`src/rtl/pulse_meter.sv`:
```
// pulse_meter: synchronizes an asynchronous pulse train and measures the high and
// low width of every complete period, delivering results through a one-entry hold register.
module pulse_meter #(
    parameter int CNT_W = 8
) (
    input  logic             clock,
    input  logic             reset_n,
    input  logic             signal,
    input  logic             meas_ready,
    output logic             meas_valid,
    output logic [CNT_W-1:0] meas_high,
    output logic [CNT_W-1:0] meas_low,
    output logic [CNT_W-1:0] pulse_count,
    output logic             overrun
);

    localparam logic [2:0] ST_SETTLE = 3'd0;
    localparam logic [2:0] ST_ARM    = 3'd1;
    localparam logic [2:0] ST_WAIT   = 3'd2;
    localparam logic [2:0] ST_HIGH   = 3'd3;
    localparam logic [2:0] ST_LOW    = 3'd4;

    localparam logic [CNT_W-1:0] CNT_ONE = {{(CNT_W-1){1'b0}}, 1'b1};
    localparam logic [CNT_W-1:0] CNT_MAX = {CNT_W{1'b1}};

    // Width counters hold at full scale instead of wrapping.
    function automatic logic [CNT_W-1:0] sat_inc(input logic [CNT_W-1:0] value);
        if (value == CNT_MAX) begin
            return value;
        end else begin
            return value + CNT_ONE;
        end
    endfunction

    logic             s1_r;
    logic             s2_r;
    logic             sp_r;
    logic             rise_s;
    logic             fall_s;
    logic [2:0]       state_r;
    logic [2:0]       state_nxt_s;
    logic             settle_r;
    logic             settle_nxt_s;
    logic [CNT_W-1:0] hcnt_r;
    logic [CNT_W-1:0] hcnt_nxt_s;
    logic [CNT_W-1:0] lcnt_r;
    logic [CNT_W-1:0] lcnt_nxt_s;
    logic [CNT_W-1:0] hlat_r;
    logic [CNT_W-1:0] hlat_nxt_s;
    logic             emit_s;

    // Two-flop synchronizer followed by the previous-sample flop for edge detection
    always_ff @(posedge clock or negedge reset_n) begin
        if (!reset_n) begin
            s1_r <= 1'b0;
            s2_r <= 1'b0;
            sp_r <= 1'b0;
        end else begin
            s1_r <= signal;
            s2_r <= s1_r;
            sp_r <= s2_r;
        end
    end

    assign rise_s = s2_r & ~sp_r;
    assign fall_s = ~s2_r & sp_r;

    // Measurement FSM next-state and counter logic
    always_comb begin
        state_nxt_s  = state_r;
        settle_nxt_s = settle_r;
        hcnt_nxt_s   = hcnt_r;
        lcnt_nxt_s   = lcnt_r;
        hlat_nxt_s   = hlat_r;
        emit_s       = 1'b0;
        case (state_r)
            ST_SETTLE: begin
                if (settle_r) begin
                    state_nxt_s  = ST_ARM;
                    settle_nxt_s = 1'b0;
                end else begin
                    settle_nxt_s = 1'b1;
                end
            end
            // A pulse already high when arming is discarded: wait for a low level first.
            ST_ARM: begin
                if (!s2_r) begin
                    state_nxt_s = ST_WAIT;
                end else begin
                    state_nxt_s = ST_ARM;
                end
            end
            ST_WAIT: begin
                if (rise_s) begin
                    state_nxt_s = ST_HIGH;
                    hcnt_nxt_s  = CNT_ONE;
                end else begin
                    state_nxt_s = ST_WAIT;
                end
            end
            ST_HIGH: begin
                if (fall_s) begin
                    state_nxt_s = ST_LOW;
                    hlat_nxt_s  = hcnt_r;
                    lcnt_nxt_s  = CNT_ONE;
                end else begin
                    hcnt_nxt_s  = sat_inc(hcnt_r);
                end
            end
            ST_LOW: begin
                if (rise_s) begin
                    state_nxt_s = ST_HIGH;
                    hcnt_nxt_s  = CNT_ONE;
                    emit_s      = 1'b1;
                end else begin
                    lcnt_nxt_s  = sat_inc(lcnt_r);
                end
            end
            default: begin
                state_nxt_s  = ST_SETTLE;
                settle_nxt_s = 1'b0;
            end
        endcase
    end

    // FSM state and width counter registers
    always_ff @(posedge clock or negedge reset_n) begin
        if (!reset_n) begin
            state_r  <= ST_SETTLE;
            settle_r <= 1'b0;
            hcnt_r   <= {CNT_W{1'b0}};
            lcnt_r   <= {CNT_W{1'b0}};
            hlat_r   <= {CNT_W{1'b0}};
        end else begin
            state_r  <= state_nxt_s;
            settle_r <= settle_nxt_s;
            hcnt_r   <= hcnt_nxt_s;
            lcnt_r   <= lcnt_nxt_s;
            hlat_r   <= hlat_nxt_s;
        end
    end

    // Holding register, period counter and sticky overrun flag
    always_ff @(posedge clock or negedge reset_n) begin
        if (!reset_n) begin
            meas_valid  <= 1'b0;
            meas_high   <= {CNT_W{1'b0}};
            meas_low    <= {CNT_W{1'b0}};
            pulse_count <= {CNT_W{1'b0}};
            overrun     <= 1'b0;
        end else begin
            if (emit_s) begin
                pulse_count <= pulse_count + CNT_ONE;
                if (!meas_valid || meas_ready) begin
                    meas_valid <= 1'b1;
                    meas_high  <= hlat_r;
                    meas_low   <= lcnt_r;
                end else begin
                    overrun    <= 1'b1;
                end
            end else if (meas_valid && meas_ready) begin
                meas_valid <= 1'b0;
            end else begin
                meas_valid <= meas_valid;
            end
        end
    end

endmodule

```
`config.mk`:
```
export PLATFORM = sky130hd
export DESIGN_NAME = pulse_meter
export DESIGN_NICKNAME = d
export VERILOG_FILES = /design/src/rtl/pulse_meter.sv
export SDC_FILE = /design/constraint.sdc
export NUM_CORES = 1
export LEC_CHECK = 0
export CAP_MARGIN = 5
export CORE_MARGIN = 3
export CORE_UTILIZATION = 45
export CTS_CLUSTER_SIZE = 10
export DETAILED_ROUTE_END_ITERATION = 12
export PLACE_DENSITY = 0.66
export SKIP_CTS_REPAIR_TIMING = 1
export SLEW_MARGIN = 20
export SYNTH_ARGS = -nofsm -noshare
export SYNTH_HDL_FRONTEND = slang
export SYNTH_SLANG_ARGS = --single-unit
```
`constraint.sdc`:
```
create_clock -name clock -period 2.3 [get_ports clock]
set_clock_uncertainty 0.05 [all_clocks]
set_input_delay 0.46 -clock clock [delete_from_list [all_inputs] [get_ports clock]]
set_output_delay 0.46 -clock clock [all_outputs]
set_load 0.05 [all_outputs]
```
**Word level (Yosys, flattened, before mapping)**

Cells that the tools add are included.

- Bits in registers: 57
- Word-level logic and storage cells: 73
- Output and inout bits: 26

- Multiplexer cells: 21
- Reductions and logical operators: 16
- $add $sub $neg: 3
- Equal/unequal tests: 15
- Bitwise gates (word level): 5

Operator list:

| cell | number |
|---|---|
| 8-bit two-way mux | 6 |
| 8-bit one-hot mux with 2 select lines | 2 |
| 8-bit by 1-bit adder with 8-bit output (second input constant) | 3 |
| 8-bit == test (second input constant) | 2 |
| 3-bit one-hot mux with 5 select lines | 1 |
| 2-bit != test (second input constant) | 7 |
| 3-bit two-way mux | 3 |
| 2-bit AND reduction | 4 |
| 4-bit AND reduction | 2 |
| 1-bit two-way mux | 7 |
| 3-bit by 2-bit == test with 1-bit output (second input constant) | 2 |
| 2-bit nonzero test | 3 |
| 2-bit by 1-bit != test with 1-bit output (second input constant) | 2 |
| 4-bit OR reduction | 1 |
| 3-bit by 1-bit == test with 1-bit output (second input constant) | 1 |
| 3-bit == test (second input constant) | 1 |
| 3-bit zero test | 1 |
| 1-bit NOT | 3 |
| 3-bit AND reduction | 1 |
| 1-bit bitwise AND | 2 |
| 2-bit two-way mux | 1 |
| 1-bit one-hot mux with 2 select lines | 1 |
| 2-bit OR reduction | 1 |
| 1-bit logical AND | 1 |
| 2 further kinds | 2 |

**Depth between registers and ports, before layout**

- Depth in word-level cells: 6
- Gate-level depth with buffers: 7
- Depth with buffers taken out: 5

**Worst setup path after synthesis**

OpenSTA, ideal clock, no wires.

- Path type: flip-flop to flip-flop
- Start: reg state_r[1]
- End: reg meas_high[0]
- Cell stages (with the launch flop): 8
- Buffers on the path: 3
- Required time: 2.125 ns
- Path slack: 0.448 ns
- Arrival time: 1.677 ns
- Clock period less this slack: 1.852 ns
- Path through: dfrtp_1 > buf_6 > nand4bb_4 > or2_1 > buf_2 > nor2_8 > buf_12 > mux2_4

- Cells in the longest elaborated chain, start to end: 3

Ends and longest elaborated chain:

| what | RTL line | source |
|---|---|---|
| start: declaration | 40 | `logic [2:0] state_r;` |
| start signal: assignment | 135 | `state_r <= state_nxt_s;` |
| 3-bit == test | 76 | `case (state_r)` |
| 1-bit two-way mux | 76 |  |
| 2-bit AND reduction (no source line) | - |  |
| end signal: assignment | 147 | `meas_high <= {CNT_W{1'b0}};` |
| end signal: assignment | 156 | `meas_high <= hlat_r;` |
| end: declaration | 11 | `output logic [CNT_W-1:0] meas_high,` |

Every way passes these cells.
A chain may end at the register's enable or synchronous reset.

**Worst setup path in the final report**

- Start: reg pulse_count[2]
- End: out pulse_count[2]

RTL lines:

| what | RTL line | source |
|---|---|---|
| start: declaration | 13 | `output logic [CNT_W-1:0] pulse_count,` |
| start signal: assignment | 149 | `pulse_count <= {CNT_W{1'b0}};` |
| start signal: assignment | 153 | `pulse_count <= pulse_count + CNT_ONE;` |

No word-level cell between the ends.

==> metrics.log <==
[metrics] status: complete, no violations
[metrics] number of warning messages in the yosys log: 0
[metrics] fraction of power consumed by sequential logic: 44.5%
[metrics] ys async rst share: 100.0%
[metrics] DIE AREA: 6848 sq um
[metrics] DR pass1 iterations: 4
[metrics] worst ir drop on vdd: 0.0005699 V
[metrics] via density per instance: 5.471
[metrics] clock latency at the later pin of the worst-skew pair: 0.33 ns
[metrics] leakage: 1.447 nW
[metrics] clock slew at the register clock pins of the worst setup and hold paths: 0.06 ns
[metrics] wire length of the first global-routing pass: 8411 microns
[metrics] detailed router's first-iteration violation count: 118
[metrics] maximum number of pins on one net before global-route repair: 58
[metrics] area occupied by multi-input gates: 1140 sq um
[metrics] Core Region: 5608 sq um
[metrics] post-layout utilization of the core: 57.12%
[metrics] Congestion Overflow GR: 0
[metrics] worst slew margin relative to its limit: 66.11%
[metrics] critical path capture point type: primary output
[metrics] actual slew at the worst max-slew pin: 0.5067 ns
[metrics] Final Power: 3.010 mW
[metrics] Final Hold Fails: 0
[metrics] summed instance area of the synthesized netlist: 2651 sq um
[metrics] post-detailed-routing wire length: 4844 microns
[metrics] number of enable-type register cells in the synthesized netlist: 0
[metrics] Critical Path Slowest Stage Cell: clkdlybuf4s50_1
[metrics] CTS sink count: 57
[metrics] CP Buf/Inv Count: 1
[metrics] Starting Density: 47.28%
[metrics] kind of start point of the critical path: register
[metrics] chain of cells forming the critical path: clkdlybuf4s50_1
[metrics] top layer reached by signal wires: met4
[metrics] ANT nets after route: 0
[metrics] average footprint of a synthesized cell: 12.22 sq um
[metrics] initial antenna violation count: 0
[metrics] Clock power frac: 29.4%
[metrics] type of the worst setup path: reg -> out
[metrics] path type of the worst min-delay path: in -> async
[metrics] internal power: 2.020 mW
[metrics] max-cap violation count: 0
[metrics] via count of the first global-routing pass: 1787
[metrics] minimum setup slack in the final design: 0.2064 ns
[metrics] deepest clock path buffer count: 2
[metrics] Syn-to-layout area delta: 20.81%
[metrics] final setup fails: 0
[metrics] drc violations: 0
[metrics] Top FF cell, synth: dfrtp_1
[metrics] clock tree from TritonCTS: done
[metrics] P per Cell Area: 939.7 nW/um^2
[metrics] final estimated routing congestion in global placement: 0.7893
[metrics] Fillers: 501
[metrics] cell at the root of the clock tree: clkbuf_8
[metrics] number of diodes: 0
[metrics] min cycle time layout: 2.094 ns
[metrics] Seq/Total Area, Yosys: 53.80%
[metrics] number of nets in the layout: 261
[metrics] synthesized netlist net count: 224
[metrics] number of port buffers: 29
[metrics] net switching fraction of the power: 32.89%
[metrics] highest attainable clock frequency: 477.7 MHz
[metrics] setup repair after global routing missed its margin: no
[metrics] met3 routed wirelength: 235 microns
[metrics] post-detailed-route wirelength per cell: 14.63 microns
[metrics] peak per-stage delay on the critical path: 0.83 ns
[metrics] critical path data required time: 1.79 ns
[metrics] share of power burned in combinational logic: 26.1%
[metrics] TNS Setup: 0 ns
[metrics] Worst path top cell family by delay: buffers and inverters
[metrics] period utilization: 91.02%
[metrics] total track usage: 16.58%
[metrics] die boundary width: 82.76 microns
[metrics] gate count of the mapped netlist: 217
[metrics] half-perimeter wire length after detailed placement: 3246 microns
[metrics] NetSw: 990.1 uW
[metrics] via count: 1811
[metrics] fraction of layout cells with a size suffix above 1: 19.31%
[metrics] met1 WL: 2339 microns
[metrics] Slew Limit Fails: 0
[metrics] TritonCTS buffer count: 9
[metrics] Worst Path Arrival: 1.58 ns
[metrics] standard-cell rows: 27
[metrics] Worst Path Max Fanout: 5
[metrics] FF/Latch Area: 1426 sq um
[metrics] pre-CTS WS: 0.2728 ns
[metrics] # H-tree levels: 3
[metrics] routed wire length on met2: 2215 microns
[metrics] flip-flop and latch count after synthesis: 57
[metrics] Yosys cell types: 47
[metrics] boundary pin count: 30
[metrics] Die Span Y: 82.76 microns
Yosys cell counts (2+ instances only):
master     instances  area share [%]
a31oi_1            6             1.4
ha_1               3             1.4
o22ai_1            2            0.47
nor3_1             2            0.38
a41oi_1            2            0.66
mux2i_1            2            0.76
a32o_1             3             1.1
o221ai_1           3            0.99
xnor2_1            7             2.3
or2_2              2            0.47
mux2_4            10             5.7
o2111ai_1          2            0.66
and3_1             6             1.4
or3_1              2            0.47
nand2_1           20             2.8
dfrtp_1           57              54
nor2b_1            6             1.4
nand2b_1           6             1.4
buf_2              4            0.76
o21a_1             3            0.85
o21ai_0            6             1.1
mux2_2            12             5.1
nor2_1             7            0.99
a21oi_1            5            0.94
nand4_1            5             1.2
inv_1              5            0.71
buf_4              2            0.57
nand3_1            6             1.1
xor2_1             3            0.99
sequential cells by signal, indices dropped and copies added, names as in the netlist:
signal       count
meas_low         8
state_r          3
hcnt_r           8
s1_r             1
sp_r             1
overrun          1
hlat_r           8
meas_valid       1
settle_r         1
s2_r             1
lcnt_r           8
meas_high        8
pulse_count      8
placed cells by master (no fill, tap or decap), drive strengths merged, types with 2 or more instances in the layout:
| cell | count |
|---|---|
| o221ai | 3 |
| and3 | 6 |
| o22ai | 2 |
| or3 | 2 |
| or2 | 3 |
| nand2b | 6 |
| a31oi | 6 |
| ha | 3 |
| nand3 | 6 |
| dfrtp | 57 |
| xnor2 | 7 |
| xor2 | 3 |
| a21oi | 6 |
| nand4 | 5 |
| buf | 6 |
| a41oi | 2 |
| inv | 5 |
| a32o | 3 |
| o21a | 3 |
| mux2 | 22 |
| clkbuf | 14 |
| nor2 | 8 |
| clkdlybuf4s50 | 28 |
| nand2 | 20 |
| nor3 | 2 |
| o2111ai | 2 |
| mux2i | 2 |
| clkinv | 2 |
| nor2b | 6 |
| o21ai | 6 |
final timing paths:
kind / slack, ns / endpoint / cells after the start / startpoint
max reg2reg: 0.29 / meas_low[2] / 4 / state_r[1]
min reg2reg: 0.30 / s2_r / 0 / s1_r
max in group asynchronous: 1.88 / pulse_count[7] / 2 / reset_n
min in group clock: 0.30 / s2_r / 0 / s1_r
min: 0.08 / lcnt_r[1] / 2 / reset_n
max: 0.21 / pulse_count[2] / 1 / pulse_count[2]
final cells by class:
class	instances	share of cell area, %
well taps	72	2.813
clock buffers	14	5.703
inverters	5	0.5859
clock inverters	2	0.3125
multi-input cells	147	35.59
flip-flops and latches	57	44.53
repair buffers	34	10.47
routing by layer:
| layer | vias to the layer above | GRT usage, % |
|---|---|---|
| met2 | 33 | 25.00 |
| met5 | - | 0 |
| met3 | 5 | 6.508 |
| met1 | 911 | 21.32 |
| li1 | 862 | - |
| met4 | 0 | 6.699 |
power groups by stage:
stage	Combinational, mW	Sequential [mW]	Clock (mW)
2_1_floorplan	0.560	1.39	0
3_3_place_gp	0.782	1.35	0
3_5_place_dp	0.789	1.35	0
4_1_cts	0.798	1.34	0.917
5_1_grt	0.876	1.37	0.960
6_report	0.787	1.34	0.885
stage by stage:
step / hold WS (ns) / cells / area [sq um]
after global routing: 0.07941 / 331 / 3203
after CTS: 0.06703 / 331 / 3203
after detailed placement: 0.2872 / 315 / 3010
final: 0.07703 / 331 / 3203
after global placement: 0.2856 / 315 / 3010
after floorplan: 0.1144 / 217 / 2651
cells by family (layout without fill, tap and decap cells):
family | count (synthesis) | count (layout) | synth area share (%)
muxes | 24 | 24 | 11.51
DFF | 57 | 57 | 53.80
and+or+nand+nor | 67 | 67 | 14.44
xor gates and xnor gates | 10 | 10 | 3.304
adders and majority gates | 3 | 3 | 1.416
buffers and inverters | 13 | 55 | 3.209
AOI/OAI and AO/OA | 43 | 43 | 12.32
Power figures use the tool's default switching activity.
